**config.mk**
```make
export PLATFORM = sky130hd
export DESIGN_NAME = port_serial_tx_flat
export DESIGN_NICKNAME = d
export VERILOG_FILES = /design/src/rtl/port_serial_tx_if.sv /design/src/rtl/port_serial_tx.sv /design/src/flat_wrapper.sv
export SDC_FILE = /design/constraint.sdc
export NUM_CORES = 1
export LEC_CHECK = 0
export CORE_MARGIN = 3
export CORE_UTILIZATION = 52
export CTS_CLUSTER_DIAMETER = 100
export DETAILED_ROUTE_END_ITERATION = 8
export PLACE_DENSITY_LB_ADDON = 0.05
export SLEW_MARGIN = 15
export SYNTH_ARGS = -nofsm -noshare
export SYNTH_HDL_FRONTEND = slang
export SYNTH_SLANG_ARGS = --single-unit
export TNS_END_PERCENT = 20
```
**constraint.sdc**
```tcl
create_clock -name clk -period 2.54 [get_ports clk]
set_input_delay 0.254 -clock clk [delete_from_list [all_inputs] [get_ports clk]]
set_output_delay 0.254 -clock clk [all_outputs]
set_load 0.1 [all_outputs]
```
**src/rtl/port_serial_tx_if.sv**
```systemverilog
// CPU-side port bundle for the serial transmitter: output-port write, interrupt
// acknowledge, serial line, status byte and interrupt request.
interface port_serial_tx_if;
   logic       wr;
   logic [7:0] din;
   logic       ack_int;
   logic       tx;
   logic [7:0] status;
   logic       int_req;

   modport master (
      output wr, din, ack_int,
      input  tx, status, int_req
   );

   modport slave (
      input  wr, din, ack_int,
      output tx, status, int_req
   );
endinterface

```
**src/rtl/port_serial_tx.sv**
```systemverilog
// Serial transmitter for the CPU output port: 4-entry byte FIFO feeding an
// asynchronous framer (start bit, 8 data bits LSB first, stop bit). A level
// interrupt is raised when the last queued frame has finished its stop bit.
module port_serial_tx #(
   parameter int unsigned DIV   = 4,
   parameter int unsigned DEPTH = 4
) (
   input  logic             clk,
   input  logic             reset,
   port_serial_tx_if.slave  bus
);

   localparam logic [15:0] DIV_LAST = 16'(DIV - 1);
   localparam logic [2:0]  DEPTH_C  = 3'(DEPTH);

   typedef enum logic [1:0] {
      S_IDLE,
      S_START,
      S_DATA,
      S_STOP
   } state_t;

   state_t      state_q, state_d;
   logic [15:0] timer_q, timer_d;
   logic [2:0]  idx_q,   idx_d;
   logic [7:0]  shift_q, shift_d;
   logic        tx_q,    tx_d;
   logic [1:0]  rd_ptr_q, rd_ptr_d;
   logic [1:0]  wr_ptr_q, wr_ptr_d;
   logic [2:0]  count_q,  count_d;
   logic        ovf_q,    ovf_d;
   logic        int_req_q, int_req_d;
   logic [7:0]  mem_q [DEPTH];
   logic [7:0]  mem_d [DEPTH];

   logic        pop;
   logic        push;
   logic        drop;
   logic        irq_set;
   logic        bit_done;
   logic        full;
   logic        busy;

   // Framer next-state, FIFO bookkeeping and sticky flag updates
   always_comb begin
      state_d  = state_q;
      timer_d  = timer_q;
      idx_d    = idx_q;
      shift_d  = shift_q;
      tx_d     = tx_q;
      pop      = 1'b0;
      irq_set  = 1'b0;
      bit_done = (timer_q == DIV_LAST);

      case (state_q)
         S_IDLE: begin
            timer_d = '0;
            if (count_q != 3'd0) begin
               pop     = 1'b1;
               shift_d = mem_q[rd_ptr_q];
               tx_d    = 1'b0;
               state_d = S_START;
            end
         end
         S_START: begin
            if (bit_done) begin
               timer_d = '0;
               idx_d   = '0;
               tx_d    = shift_q[0];
               state_d = S_DATA;
            end else begin
               timer_d = timer_q + 16'd1;
            end
         end
         S_DATA: begin
            if (bit_done) begin
               timer_d = '0;
               if (idx_q == 3'd7) begin
                  tx_d    = 1'b1;
                  state_d = S_STOP;
               end else begin
                  shift_d = {1'b0, shift_q[7:1]};
                  tx_d    = shift_q[1];
                  idx_d   = idx_q + 3'd1;
               end
            end else begin
               timer_d = timer_q + 16'd1;
            end
         end
         S_STOP: begin
            if (bit_done) begin
               timer_d = '0;
               if (count_q != 3'd0) begin
                  // chain straight into the next start bit, no idle gap
                  pop     = 1'b1;
                  shift_d = mem_q[rd_ptr_q];
                  tx_d    = 1'b0;
                  state_d = S_START;
               end else begin
                  irq_set = 1'b1;
                  state_d = S_IDLE;
               end
            end else begin
               timer_d = timer_q + 16'd1;
            end
         end
         default: state_d = S_IDLE;
      endcase

      // a write while full is still taken if the head leaves this same cycle
      push = bus.wr && ((count_q != DEPTH_C) || pop);
      drop = bus.wr && (count_q == DEPTH_C) && !pop;

      mem_d = mem_q;
      if (push) mem_d[wr_ptr_q] = bus.din;
      wr_ptr_d = wr_ptr_q + 2'(push);
      rd_ptr_d = rd_ptr_q + 2'(pop);
      count_d  = count_q + 3'(push) - 3'(pop);

      // set events take priority over the acknowledge
      if (drop)             ovf_d = 1'b1;
      else if (bus.ack_int) ovf_d = 1'b0;
      else                  ovf_d = ovf_q;

      if (irq_set)          int_req_d = 1'b1;
      else if (bus.ack_int) int_req_d = 1'b0;
      else                  int_req_d = int_req_q;
   end

   // Control and status registers with synchronous reset
   always_ff @(posedge clk) begin
      if (reset) begin
         state_q   <= S_IDLE;
         timer_q   <= '0;
         idx_q     <= '0;
         shift_q   <= '0;
         tx_q      <= 1'b1;
         rd_ptr_q  <= '0;
         wr_ptr_q  <= '0;
         count_q   <= '0;
         ovf_q     <= 1'b0;
         int_req_q <= 1'b0;
      end else begin
         state_q   <= state_d;
         timer_q   <= timer_d;
         idx_q     <= idx_d;
         shift_q   <= shift_d;
         tx_q      <= tx_d;
         rd_ptr_q  <= rd_ptr_d;
         wr_ptr_q  <= wr_ptr_d;
         count_q   <= count_d;
         ovf_q     <= ovf_d;
         int_req_q <= int_req_d;
      end
   end

   // FIFO storage; contents are meaningless once the pointers are reset
   always_ff @(posedge clk) begin
      for (int unsigned i = 0; i < DEPTH; i++) mem_q[i] <= mem_d[i];
   end

   assign full = (count_q == DEPTH_C);
   assign busy = (state_q != S_IDLE) || (count_q != 3'd0);

   assign bus.tx      = tx_q;
   assign bus.int_req = int_req_q;
   assign bus.status  = {1'b0, count_q, ovf_q, int_req_q, full, busy};

endmodule

```
**src/flat_wrapper.sv**
```systemverilog
// flat-port wrapper written by rule: the top's interface ports become plain ports
module port_serial_tx_flat 
#(
   parameter int unsigned DIV   = 4,
   parameter int unsigned DEPTH = 4
)
  (clk, reset, bus_wr, bus_din, bus_ack_int, bus_tx, bus_status, bus_int_req);
  port_serial_tx_if bus_i ();
  input  logic clk;
  input  logic reset;
  input wire logic [$bits(bus_i.wr)-1:0] bus_wr;
  input wire logic [$bits(bus_i.din)-1:0] bus_din;
  input wire logic [$bits(bus_i.ack_int)-1:0] bus_ack_int;
  output wire logic [$bits(bus_i.tx)-1:0] bus_tx;
  output wire logic [$bits(bus_i.status)-1:0] bus_status;
  output wire logic [$bits(bus_i.int_req)-1:0] bus_int_req;
  assign bus_i.wr = bus_wr;
  assign bus_i.din = bus_din;
  assign bus_i.ack_int = bus_ack_int;
  assign bus_tx = bus_i.tx;
  assign bus_status = bus_i.status;
  assign bus_int_req = bus_i.int_req;
  port_serial_tx #(.DIV(DIV), .DEPTH(DEPTH)) u_core (.clk(clk), .reset(reset), .bus(bus_i));
endmodule
```
==> results.cfg, run 1 <==
[cts]
cts_root_buf = clkbuf_8
clkLatencyLatePin_ns = 0.34
cts.sinks = 71
clk_pin_slew_worst_paths_ns = 0.08
cts_tree = built
cts_hold_buffers = 0
htreeDepth = 3
clk_path_buf_depth = 2
numCtsBuffers = 9

[pwr]
pwr-share-seq_pct = 38.2
power.internal_mw = 2.55
power.density_mw_per_mm2 = 1110
leakage_nw = 1.30
power.total_mw = 4.08
ir_drop_mv = 0.949
power_frac_clock_pct = 22.7
power_frac_comb_pct = 39.1
switchingPower_mw = 1.53
swShare_pct = 37.6

[setup_path]
cpPeakStageDelay_ns = 0.38
worstPathArrival_ns = 2.60
cp.required_ns = 2.76
critPathLaunch = u_core.count_q[0]
r2r-start = u_core.count_q[0]
critPathLaunchType = register
path_buf_inv = 0
worstSetupPathType = register to register
cp_max_fo = 6
path_cells = nor3_2 -> nor3b_1 -> a31oi_4 -> or2_1 -> nand2_1 -> ha_1 -> fa_1 -> xnor2_1 -> xnor2_1 -> nor2_1
crit_top_cell = xnor2_1
worstSetupEndpointType = register
crit_slowest_cell = nor3_2
cp_top_family = simple AND/OR/NAND/NOR gates

[sta]
setup_viol = 0
maxSlewHeadroom_pct = 60.8
final-max-slew-violation-count = 0
period_share_pct = 93.7
max_freq_mhz = 420
min_period_ns = 2.38
setup_tns_ns = 0
holdWs_ns = 0.429
hold_viol_final = 0
worstMarginPinSlew_ns = 0.588
rsz0062_at_grt = false
finClkSkew_ns = 0.00863

[global_routing]
grt_max_degree = 25
grt_pass1_wl_mm = 9.03
grt_pass1_vias = 1829
grt.overflow.total = 0
track_usage_pct = 16.3
grt_antenna_before_repair = 0

[yosys]
ys_warn_count = 0
ys_async_sr_fraction_pct = 0
syn_area_sq_mm = 0.00317
synth_common_cells = 39 x dfxtp_1, 36 x nor2_1, 32 x edfxtp_1, 11 x mux2i_1, 11 x nand2_1
ys_seq_area_share_pct = 55.0
yosysUniqueCellTypes = 47
synth.most_common_cell = dfxtp_1
synth_edf_count = 32
ys_ff_latch = 71
synthCells = 258
synth_top_area_share_pct = 30.4
avgSynthCellArea_sq_um = 12.3
yosysTopAreaCell = edfxtp_1
syn_nets = 281
netlist_top_cells_area = edfxtp_1 30%, dfxtp_1 25%, mux4_2 5.7%
ys.flop_type = dfxtp_1

[detailed_routing]
wl_per_cell_microns = 14.9
avgViaCountPerCell = 5.37
highest_layer = met4
wl_met1_mm = 2.63
routed_wl_mm = 5.43
wl_met3_microns = 194
ant_nets = 0
dr_wl_met2_mm = 2.53
vias = 1955
route.detailed.drc = 0
drt_iter0_markers = 108
first_pass_iters = 4

[placed_design]
gp_congestion = 0.770
numPortBuffers = 20
dp_hpwl_mm = 3.70
place_area_sq_mm = 0.00343

[min_path]
min_from = u_core.timer_q[0]
hp-class = register to register

[flow_run]
max-cap-violations = 0

[floorplanning]
die-area_sq_mm = 0.00706
die_y_microns = 84.0
initial_core_util_pct = 55.4
die_w_microns = 84.0
io_pins = 22
core_area_sq_mm = 0.00571
fp-row-count = 27

[cells_and_area]
diodes = 0
fin_area_sq_mm = 0.00368
layout.nets = 310
final_layout_size_suffix_gt1_share_pct = 21.9
post-route-util_pct = 64.5
area_growth_syn_to_layout_pct = 16.2

[status]
status = finished, final reports clean
-- cells by family (layout without fill, tap and decap cells) --
| kind of cell | after synthesis | count (layout) | synth area share (%) |
|---|---|---|---|
| xor+xnor | 18 | 18 | 4.98 |
| compound gates | 26 | 26 | 7.35 |
| mux | 19 | 19 | 9.17 |
| fa+ha+maj | 11 | 11 | 4.59 |
| other cells | 1 | 1 | 0.118 |
| simple gates | 90 | 90 | 15.0 |
| buf+inv | 22 | 56 | 3.79 |
| flops | 71 | 71 | 55.0 |
-- path summary, 6_finish.rpt --
kind | to | slack (ns) | depth (start not counted)
max | u_core.count_q[2] | 0.16 | 10
min | u_core.timer_q[0] | 0.43 | 1
max reg2reg | u_core.count_q[2] | 0.16 | 10
min reg2reg | u_core.timer_q[0] | 0.43 | 1
-- worst reg2reg max path: stages (launching register included) --
cell     delay (ns)
dfxtp_2        0.35
nor3_2         0.38
nor3b_1        0.14
a31oi_4        0.21
or2_1          0.17
nand2_1        0.07
ha_1           0.20
fa_1           0.38
xnor2_1        0.19
xnor2_1        0.13
nor2_1         0.05
-- through the flow --
step	std cells	setup WS, ns
detailed placement	347	-0.00102
finish	364	0.161
floorplan	258	0.0513
CTS	363	0.00364
global placement	347	0.117
global route	364	0.000162
-- cells in the final DEF (no fill, tap or decap), types with 2 or more instances in the layout --
cell and instances:
nor2_1 36, dfxtp_1 32, edfxtp_1 32, buf_4 21
nand2_1 11, mux2i_1 11, clkdlybuf4s50_1 11, xor2_1 10
ha_1 9, clkbuf_8 9, nor2b_1 8, xnor2_1 8
mux4_2 8, inv_1 7, nand3_1 7, dfxtp_2 7
a211oi_1 6, nor3_1 4, a21oi_1 4, or3_1 4
and3_1 3, clkinvlp_4 3, nor3b_1 2, nor4_2 2
nor3b_2 2, o21ai_1 2, o21ai_0 2, and2_1 2
and4_1 2, nand4_1 2
-- state kept, by name, indices dropped and copies added, names as in the netlist --
name	cells
u_core.bus.int_req	1
u_core.bus.tx	1
u_core.count_q	3
u_core.idx_q	3
u_core.mem_q	32
u_core.ovf_q	1
u_core.rd_ptr_q	2
u_core.shift_q	8
u_core.state_q	2
u_core.timer_q	16
u_core.wr_ptr_q	2
-- timing repair --
item                       CTS  global route
buffers inserted             0             1
pin swaps                    0             1
resized for setup            1             9
setup endpoints to repair    1             2
-- power by group through the flow --
stage	clock, mW	sequential, mW	combinational [mW]
2_1_floorplan	0	1.68	1.18
3_3_place_gp	0	1.58	1.56
3_5_place_dp	0	1.58	1.57
4_1_cts	0.952	1.56	1.58
5_1_grt	1.00	1.59	1.74
6_report	0.928	1.56	1.59
-- routing by layer --
metal | GRT usage, % | vias up
li1 | - | 981
met1 | 23.8 | 931
met2 | 23.5 | 35
met3 | 2.96 | 8
met4 | 7.60 | 0
met5 | 0 | -
-- final cells by class --
class	instances	area [sq um]
well taps	72	90.1
clock inverters	5	56.3
clock buffers	11	153
multi-input cells	165	1330
inverters	8	30.0
repair buffers	32	268
fillers	471	2030
flip-flops and latches	71	1750
No activity file was read; power rests on OpenSTA's default activity.
==> run 2: changes to the inputs <==
--- a/config.mk
+++ b/config.mk
@@ -9,8 +9,8 @@
 export CORE_UTILIZATION = 52
 export CTS_CLUSTER_DIAMETER = 100
 export DETAILED_ROUTE_END_ITERATION = 8
+export HOLD_SLACK_MARGIN = 0.02
 export PLACE_DENSITY_LB_ADDON = 0.05
-export SLEW_MARGIN = 15
 export SYNTH_ARGS = -nofsm -noshare
 export SYNTH_HDL_FRONTEND = slang
 export SYNTH_SLANG_ARGS = --single-unit
==> results of run 2 <==
Same layout as run 1: the final DEF is identical, and so are final timing and power.
==> run 3: changes to the inputs <==
--- a/config.mk
+++ b/config.mk
@@ -5,6 +5,7 @@
 export SDC_FILE = /design/constraint.sdc
 export NUM_CORES = 1
 export LEC_CHECK = 0
+export CAP_MARGIN = 20
 export CORE_MARGIN = 3
 export CORE_UTILIZATION = 52
 export CTS_CLUSTER_DIAMETER = 100
==> results of run 3 <==
Same layout as run 1: the final DEF is identical, and so are final timing and power.
